$ cat config.mk
export PLATFORM = sky130hd
export DESIGN_NAME = i2s_receiver_flat
export DESIGN_NICKNAME = d
export VERILOG_FILES = /design/src/rtl/i2s_receiver_if.sv /design/src/rtl/i2s_receiver.sv /design/src/flat_wrapper.sv
export SDC_FILE = /design/constraint.sdc
export NUM_CORES = 1
export LEC_CHECK = 0
export CAP_MARGIN = 0
export CORE_MARGIN = 5
export CORE_UTILIZATION = 30
export DETAILED_ROUTE_END_ITERATION = 10
export PLACE_DENSITY = 0.58
export SYNTH_ARGS = -nofsm -noshare
export SYNTH_HDL_FRONTEND = slang
export SYNTH_SLANG_ARGS = --single-unit
$ cat constraint.sdc
create_clock -name MCLK -period 2.95 [get_ports MCLK]
set_clock_uncertainty 0.15 [all_clocks]
set_input_delay 0.59 -clock MCLK [delete_from_list [all_inputs] [get_ports MCLK]]
set_output_delay 0.59 -clock MCLK [all_outputs]
set_load 0.02 [all_outputs]
$ cat src/rtl/i2s_receiver_if.sv
`default_nettype none
// ============================================================================
//  Module      : i2s_receiver_if
//  Description : Pin/result bundle for the I2S receiver. The master side is
//                whatever drives the codec pins and consumes the words; the
//                slave side is the receiver itself.
//  Revision    : 1.0 - initial release
// ----------------------------------------------------------------------------
//  Signals
//    Enable      master->slave  1 = receive, 0 = hold in SYNC
//    SCLK        master->slave  I2S bit clock (asynchronous to MCLK)
//    LRCLK       master->slave  I2S word select, 0 = left, 1 = right
//    SD          master->slave  I2S serial data, MSB first
//    Left_Data   slave->master  last completed left word
//    Right_Data  slave->master  last completed right word
//    Valid       slave->master  one-MCLK strobe, both words updated together
//    Frame_Error slave->master  one-MCLK strobe on a malformed half-frame
// ============================================================================
interface i2s_receiver_if #(
  parameter int unsigned WIDTH = 16
);
  logic             Enable;
  logic             SCLK;
  logic             LRCLK;
  logic             SD;
  logic [WIDTH-1:0] Left_Data;
  logic [WIDTH-1:0] Right_Data;
  logic             Valid;
  logic             Frame_Error;

  modport master (
    output Enable, SCLK, LRCLK, SD,
    input  Left_Data, Right_Data, Valid, Frame_Error
  );

  modport slave (
    input  Enable, SCLK, LRCLK, SD,
    output Left_Data, Right_Data, Valid, Frame_Error
  );
endinterface
`default_nettype wire

$ cat src/rtl/i2s_receiver.sv
`default_nettype none
// ============================================================================
//  Module      : i2s_receiver
//  Description : Samples an external I2S stream in the MCLK domain and
//                deserializes each stereo frame into left/right words of
//                WIDTH bits, presented together with a one-cycle Valid.
//  Revision    : 1.0 - initial release
// ----------------------------------------------------------------------------
//  Ports
//    MCLK   in   system clock, all logic on posedge
//    Reset  in   asynchronous active-high reset, clears all state/outputs
//    bus    slave modport of i2s_receiver_if (pins in, words/strobes out)
//  Build option
//    I2S_RX_FRAME_CHECK_EN : when defined, Frame_Error pulses when a finished
//                            half-frame did not carry exactly WIDTH bits.
//                            When undefined, Frame_Error is tied to 0.
// ============================================================================
module i2s_receiver #(
  parameter int unsigned WIDTH = 16
) (
  input  wire logic     MCLK,
  input  wire logic     Reset,
  i2s_receiver_if.slave bus
);

  // Bit counter saturates at WIDTH+1 so over-long words remain detectable.
  localparam int unsigned           c_CNT_W   = $clog2(WIDTH + 2);
  localparam logic [c_CNT_W-1:0]    c_CNT_MAX = c_CNT_W'(WIDTH + 1);

  typedef enum logic [1:0] {
    ST_SYNC  = 2'd0,
    ST_LEFT  = 2'd1,
    ST_RIGHT = 2'd2
  } state_t;

  state_t             r_state;
  state_t             w_state_next;

  logic [1:0]         r_sclk_sync;
  logic [1:0]         r_lr_sync;
  logic [1:0]         r_sd_sync;
  logic               r_sclk_dly;
  logic               r_lr_prev;
  logic [c_CNT_W-1:0] r_bit_cnt;
  logic [WIDTH-1:0]   r_shift;
  logic [WIDTH-1:0]   r_left_hold;
  logic [WIDTH-1:0]   r_left_data;
  logic [WIDTH-1:0]   r_right_data;
  logic               r_valid;

  logic               w_rise;
  logic               w_lr;
  logic               w_sd;
  logic               w_boundary;
  logic               w_latch_left;
  logic               w_deliver;
  logic [WIDTH-1:0]   w_shift_next;

  // All three pins get the same synchronizer depth so LRCLK/SD stay aligned
  // with the SCLK edge they were stable across.
  always_ff @(posedge MCLK or posedge Reset) begin
    if (Reset) begin
      r_sclk_sync <= '0;
      r_lr_sync   <= '0;
      r_sd_sync   <= '0;
      r_sclk_dly  <= 1'b0;
    end else begin
      r_sclk_sync <= {r_sclk_sync[0], bus.SCLK};
      r_lr_sync   <= {r_lr_sync[0],   bus.LRCLK};
      r_sd_sync   <= {r_sd_sync[0],   bus.SD};
      r_sclk_dly  <= r_sclk_sync[1];
    end
  end

  assign w_rise     = r_sclk_sync[1] & ~r_sclk_dly;
  assign w_lr       = r_lr_sync[1];
  assign w_sd       = r_sd_sync[1];
  // A word-select change at a rise marks the LSB of the channel in r_lr_prev.
  assign w_boundary = w_rise & (w_lr ^ r_lr_prev);

  // Current shift register with this rise's bit placed at WIDTH-1-count.
  // Counts of WIDTH and above match no index, so surplus bits drop out.
  always_comb begin
    w_shift_next = r_shift;
    for (int i = 0; i < WIDTH; i++) begin
      if (r_bit_cnt == c_CNT_W'(WIDTH - 1 - i)) begin
        w_shift_next[i] = w_sd;
      end
    end
  end

  // FSM state register
  always_ff @(posedge MCLK or posedge Reset) begin
    if (Reset) begin
      r_state <= ST_SYNC;
    end else begin
      r_state <= w_state_next;
    end
  end

  // FSM next-state / strobes
  always_comb begin
    w_state_next = r_state;
    w_latch_left = 1'b0;
    w_deliver    = 1'b0;
    if (!bus.Enable) begin
      w_state_next = ST_SYNC;
    end else begin
      case (r_state)
        ST_SYNC: begin
          // Only a right->left change gives a clean frame start.
          if (w_boundary && r_lr_prev && !w_lr) begin
            w_state_next = ST_LEFT;
          end
        end
        ST_LEFT: begin
          if (w_boundary && !r_lr_prev) begin
            w_latch_left = 1'b1;
            w_state_next = ST_RIGHT;
          end
        end
        ST_RIGHT: begin
          if (w_boundary && r_lr_prev) begin
            w_deliver    = 1'b1;
            w_state_next = ST_LEFT;
          end
        end
        default: w_state_next = ST_SYNC;
      endcase
    end
  end

  // Datapath: bit capture, word latching and output registers
  always_ff @(posedge MCLK or posedge Reset) begin
    if (Reset) begin
      r_lr_prev    <= 1'b0;
      r_bit_cnt    <= '0;
      r_shift      <= '0;
      r_left_hold  <= '0;
      r_left_data  <= '0;
      r_right_data <= '0;
      r_valid      <= 1'b0;
    end else begin
      r_valid <= w_deliver;
      if (w_rise) begin
        r_lr_prev <= w_lr;
        if (w_boundary) begin
          // Boundary bit is consumed via w_shift_next below; start fresh.
          r_shift   <= '0;
          r_bit_cnt <= '0;
        end else begin
          r_shift <= w_shift_next;
          if (r_bit_cnt != c_CNT_MAX) begin
            r_bit_cnt <= r_bit_cnt + 1'b1;
          end
        end
      end
      if (w_latch_left) begin
        r_left_hold <= w_shift_next;
      end
      if (w_deliver) begin
        r_left_data  <= r_left_hold;
        r_right_data <= w_shift_next;
      end
    end
  end

  assign bus.Left_Data  = r_left_data;
  assign bus.Right_Data = r_right_data;
  assign bus.Valid      = r_valid;

`ifdef I2S_RX_FRAME_CHECK_EN
  localparam logic [c_CNT_W-1:0] c_CNT_LAST = c_CNT_W'(WIDTH - 1);

  logic r_frame_err;
  logic w_word_end;

  // The boundary bit itself is bit number r_bit_cnt+1 of the word.
  assign w_word_end = w_latch_left | w_deliver;

  always_ff @(posedge MCLK or posedge Reset) begin
    if (Reset) begin
      r_frame_err <= 1'b0;
    end else begin
      r_frame_err <= w_word_end & (r_bit_cnt != c_CNT_LAST);
    end
  end

  assign bus.Frame_Error = r_frame_err;
`else
  assign bus.Frame_Error = 1'b0;
`endif

endmodule
`default_nettype wire

$ cat src/flat_wrapper.sv
// flat-port wrapper written by rule: the top's interface ports become plain ports
module i2s_receiver_flat 
#(
  parameter int unsigned WIDTH = 16
)
  (MCLK, Reset, bus_Enable, bus_SCLK, bus_LRCLK, bus_SD, bus_Left_Data, bus_Right_Data, bus_Valid, bus_Frame_Error);
  i2s_receiver_if #(.WIDTH(WIDTH)) bus_i ();
  input  wire logic MCLK;
  input  wire logic Reset;
  input wire logic [$bits(bus_i.Enable)-1:0] bus_Enable;
  input wire logic [$bits(bus_i.SCLK)-1:0] bus_SCLK;
  input wire logic [$bits(bus_i.LRCLK)-1:0] bus_LRCLK;
  input wire logic [$bits(bus_i.SD)-1:0] bus_SD;
  output wire logic [$bits(bus_i.Left_Data)-1:0] bus_Left_Data;
  output wire logic [$bits(bus_i.Right_Data)-1:0] bus_Right_Data;
  output wire logic [$bits(bus_i.Valid)-1:0] bus_Valid;
  output wire logic [$bits(bus_i.Frame_Error)-1:0] bus_Frame_Error;
  assign bus_i.Enable = bus_Enable;
  assign bus_i.SCLK = bus_SCLK;
  assign bus_i.LRCLK = bus_LRCLK;
  assign bus_i.SD = bus_SD;
  assign bus_Left_Data = bus_i.Left_Data;
  assign bus_Right_Data = bus_i.Right_Data;
  assign bus_Valid = bus_i.Valid;
  assign bus_Frame_Error = bus_i.Frame_Error;
  i2s_receiver #(.WIDTH(WIDTH)) u_core (.MCLK(MCLK), .Reset(Reset), .bus(bus_i));
endmodule
* Yosys cells after proc, flatten, opt, wreduce, memory -nomap -nowiden
Cells that the tools add are included.
Operators by class: add/subtract/negate cells 1, eq/ne operators 21, muxes and demuxes 30, reductions and logical operators 10, bitwise logic cells 4
Operators with widths (count):
- 5-bit by 4-bit == test with 1-bit output, second input constant | 8
- 1-bit two-way mux | 22
- 5-bit by 3-bit == test with 1-bit output, second input constant | 4
- 16-bit two-way mux | 1
- 5-bit by 2-bit == test with 1-bit output, second input constant | 2
- 5-bit two-way mux | 2
- 3-bit by 2-bit inequality test with 1-bit output, second input constant | 3
- 2-bit two-way mux | 4
- 2-bit one-hot mux with 3 select lines | 1
- 5-bit by 1-bit adder with 5-bit output, second input constant | 1
- 5-bit by 1-bit == test with 1-bit output, second input constant | 1
- 5-bit logical NOT | 1
- 5-bit inequality test, second input constant | 1
- 1-bit logical AND | 3
- 3-bit AND reduction | 1
- 1-bit bitwise AND | 2
- 2-bit by 1-bit == test with 1-bit output, second input constant | 1
- 2-bit == test, second input constant | 1
- 1-bit logical NOT | 2
- 2-bit logical NOT | 1
- 2-bit AND reduction | 1
- 2-bit nonzero test | 1
- 1-bit inverter | 1
- 1-bit XOR | 1
Storage, ports and cells: word-level logic and storage cells 78, output and inout bits 34, bits in registers 80, bits of input ports 6

* Logic depth before layout (Yosys ltp)
depth in word-level cells 8, gate-level depth with buffers 6, gate-level depth less buffers 6

* Worst setup path before layout
OpenSTA, ideal clock, no wires.
kind reg2reg, start register u_core.r_bit_cnt[1], end register u_core.r_left_hold[10], library setup time 0.127 ns, clock period less this slack 1.896 ns, data arrival time 1.618 ns, path slack 1.054 ns, stages on the path, launching flop included 6, buffers on the path 0, data required time 2.673 ns, path through dfrtp_1 inv_1 ha_1 nor4bb_1 mux2_2 mux2_1
On the way: word-level cells in the longest chain between the ends 2
RTL lines:
- start: declaration | RTL line i2s_receiver.sv:44 | logic [c_CNT_W-1:0] r_bit_cnt;
- start signal: assignment | RTL line i2s_receiver.sv:154 | r_bit_cnt <= r_bit_cnt + 1'b1;
- 5-bit by 3-bit == test with 1-bit output | RTL line i2s_receiver.sv:86 | if (r_bit_cnt == c_CNT_W'(WIDTH - 1 - i)) begin
- 1-bit two-way mux | RTL line i2s_receiver.sv:86
- end signal: assignment | RTL line i2s_receiver.sv:159 | r_left_hold <= w_shift_next;
- end: declaration | RTL line i2s_receiver.sv:46 | logic [WIDTH-1:0] r_left_hold;
Every way passes these cells. A chain may end at the register's enable or synchronous reset.

* Worst setup path in the final report
Same ends and word-level chain as after synthesis.

==> results.md <==
- CTS tree: yes
- Synth Net Count: 261
- Critical path type: flip-flop to flip-flop
- Max transition margin: approximately three fifths
- CTS resizes: 0
- Clock Power Share: a little over two fifths
- Post-Syn Area: ~3600 um^2
- Initial antenna violation count: 0
- Largest net degree at the start of global routing: between 40 and 50
- Slew Limit Fails: 0
- Chip height: about 120 um
- Critical Path RT: 3.02 ns
- Largest stage delay, worst path: about 0.42 ns
- VDD IR max: ~0.34 mV
- Final net count: between 200 and 300
- Drt pass-1 iters: 4
- All-layer global routing usage: under 10%
- FP Rows: 39
- WHS: about 0.20 ns
- Syn avg cell area: 14.2 um^2
- GRT Max-Usage Layer: met2
- Seq pwr share: 47.0%
- Met3 Usage GRT: around 3.3%
- Final wirelength: ~6500 um
- Quantity of hold-fixing buffers added after cts: 0
- Number of global-route vias before repair: 2,284
- Critical Path End Type: flip-flop
- CP Max Fanout: 6
- # setup viols final: 0
- Crit path launch type: flip-flop
- CP delay by family, top: multiplexers
- DRC: 0
- Distinct cells, synth: 40
- Core box area: between 10,000 and 15,000 um^2
- Synth Instances: 250
- Design Power: roughly 2.6 mW
- Remaining Overflow, GRT: 0
- WP buf/inv: 1
- DRT iter0 DRCs: roughly 110
- Internal: just under 2 mW
- H-tree Lvls: 3
- Sw Ratio: 25.2%
- Dpl hpwl: approximately 4300 um
- RD Place Congestion: between 0.7 and 0.8
- # clock sinks: 80
- Static leakage: around 2 nW
- Final Util: between 30% and 40%
- DR WL/cell: 15.1 um
- CTS max path bufs: 2
- Vias per std cell: about 4.8
- Total Die Area: 14,100 um^2
- Max_cap viols: 0
- CTS buffer count: 9
- Crit path time final: approximately 2.2 ns
- Type of the most critical hold path: flip-flop to flip-flop
- Share of cells above drive strength 1: a little under a third
- Clk root buf: clkbuf_16
- Synthesis Warnings: 0
- Power Density: 599 nW/um^2
- First-pass GRT wire length: approximately 11,000 um
- Area Overhead vs Synth: 21.0%
- Critical Path AT: 2.22 ns
- Port Buffer Count: 38
- RSZ-0062 raised after global routing: no
- # diodes: 0
- Least-Margin Pin Slew: roughly 0.63 ns
- DR vias: ~2,100
- Routing usage on met2: between 10% and 20%
- Fin. Hold Viols: 0
- Register area share after synthesis: 56.3%
- Crit path cell chain: inv_1, ha_1, nor4bb_1, mux2_2, mux2_1
- CP max-delay cell: dfrtp_1
- Status: completed
- Clk slew on worst S/H paths: around 0.060 ns
- Switching pwr: around 0.65 mW
- Top Ports: 40
- Fin crit share: between 70% and 80%
- Achievable Freq: between 400 and 500 MHz
- Initial Util: between 30 and 40%
- M1 GR Usage: 12.2%
- Final setup TNS: 0 ns
- Die Wd: around 120 um
- Post-DRT Antenna Nets: 0
- Postcts setup bufs: 0
- Yosys reg bits: 80
- Combinational power share: between 10% and 20%
- Clock Latency Late Sink: ~0.33 ns
through the flow:
step	cell area [um^2]	cells	setup WS, ns
after floorplan	3550	250	0.158
after global placement	4010	417	0.636
after detailed placement	4010	417	0.567
after CTS	4300	433	0.782
after global routing	4300	433	0.682
final	4300	433	0.800
Yosys cell counts (all sizes together):
library cell | count | share of area (%)
inv | 8 | 0.84
dfrtp | 80 | 56
o22ai | 1 | 0.18
ha | 5 | 1.8
nand4b | 3 | 0.74
nand4 | 1 | 0.60
a22o | 15 | 3.7
nor2 | 3 | 0.32
nand2b | 2 | 0.35
nand3b | 1 | 0.32
nor4bb | 3 | 0.84
and3 | 1 | 0.18
and4bb | 7 | 2.6
o21ai | 7 | 0.99
or3 | 1 | 0.18
xnor2 | 1 | 0.25
a221oi | 1 | 0.25
or4 | 1 | 0.21
a21oi | 6 | 0.84
and2 | 1 | 0.18
buf | 14 | 3.8
nand2 | 5 | 0.53
nor2b | 3 | 0.53
conb | 1 | 0.11
and2b | 1 | 0.21
mux2 | 63 | 20
nand4bb | 1 | 0.32
nor4b | 4 | 0.99
o211ai | 1 | 0.21
clkbuf | 4 | 0.42
a31oi | 1 | 0.18
nand3 | 4 | 0.56
flip-flops by register name (all words and copies together) (netlist names):
signal,flops
u_core.r_bit_cnt,5
u_core.r_sd_sync,2
u_core.r_sclk_sync,2
u_core.r_state,2
u_core.r_lr_sync,2
u_core.bus.Left_Data,16
u_core.r_shift,16
u_core.bus.Valid,1
u_core.bus.Right_Data,16
u_core.r_lr_prev,1
u_core.r_sclk_dly,1
u_core.r_left_hold,16
layout by cell type, fill, tap and decap left out, types with 2 or more instances in the layout:
| cell type | instances |
|---|---|
| nand2_1 | 5 |
| mux2_2 | 56 |
| nand4b_1 | 3 |
| inv_6 | 2 |
| nor2b_1 | 3 |
| inv_1 | 7 |
| nor4b_1 | 4 |
| clkdlybuf4s50_1 | 38 |
| mux2_4 | 5 |
| nand2b_1 | 2 |
| and4bb_2 | 5 |
| ha_1 | 5 |
| dfrtp_1 | 80 |
| buf_4 | 3 |
| clkbuf_16 | 9 |
| clkinv_2 | 3 |
| a22o_1 | 14 |
| nor2_1 | 3 |
| o21ai_0 | 7 |
| nand3_1 | 4 |
| mux2_1 | 2 |
| nor4bb_1 | 3 |
| a21oi_1 | 6 |
power groups by stage:
stage	clock, mW	combinational [mW]	sequential [mW]
after floorplan	0	0.245	1.19
after global placement	0	0.261	1.23
after detailed placement	0	0.265	1.23
after CTS	1.13	0.267	1.21
after global routing	1.19	0.294	1.22
final	1.10	0.263	1.21
worst paths after layout:
| check | start | endpoint | slack, ns | cells past startpoint |
|---|---|---|---|---|
| worst min-delay path | u_core.r_sclk_sync[0] | u_core.r_sclk_sync[1] | 0.20 | 0 |
| worst max register to register | u_core.r_bit_cnt[1] | u_core.r_left_hold[10] | 0.80 | 5 |
| max in group asynchronous | Reset | u_core.r_shift[6] | 1.52 | 3 |
| min in group asynchronous | Reset | u_core.bus.Left_Data[15] | 0.48 | 2 |
| worst min register to register | u_core.r_sclk_sync[0] | u_core.r_sclk_sync[1] | 0.20 | 0 |
| worst max-delay path | u_core.r_bit_cnt[1] | u_core.r_left_hold[10] | 0.80 | 5 |
worst register-to-register path: stages (launching register included):
cell	delay (ns)
dfrtp_1	0.42
inv_1	0.11
ha_1	0.30
nor4bb_1	0.36
mux2_2	0.41
mux2_1	0.29
layer usage:
metal	share of wire (%)	wire (um)
met3	4.6	301
met4	2.0	131
met1	47	3070
met5	0	0
met2	46	3040
layout make-up:
cell class	instances	area, um^2
clock inverter	6	66.3
sequential	80	2000
inverter	8	31.3
tap	143	179
fill	1117	7210
clock buffer	10	229
timing repair buffer	42	423
multi-input combinational	144	1370
kinds of logic (layout without fill, tap and decap cells):
kind of cell,after synthesis,after routing,synth area share (%)
flip-flops,80,80,56.3
adder cells (fa/ha/maj),5,5,1.76
AND/OR/NAND/NOR,42,42,9.61
multiplexers,63,63,20.5
other,1,1,0.105
AO/OA/AOI/OAI,32,32,6.37
XOR/XNOR,1,1,0.246
buffers and inverters,26,66,5.10
Note: power is estimated with default switching activity, not from simulation.
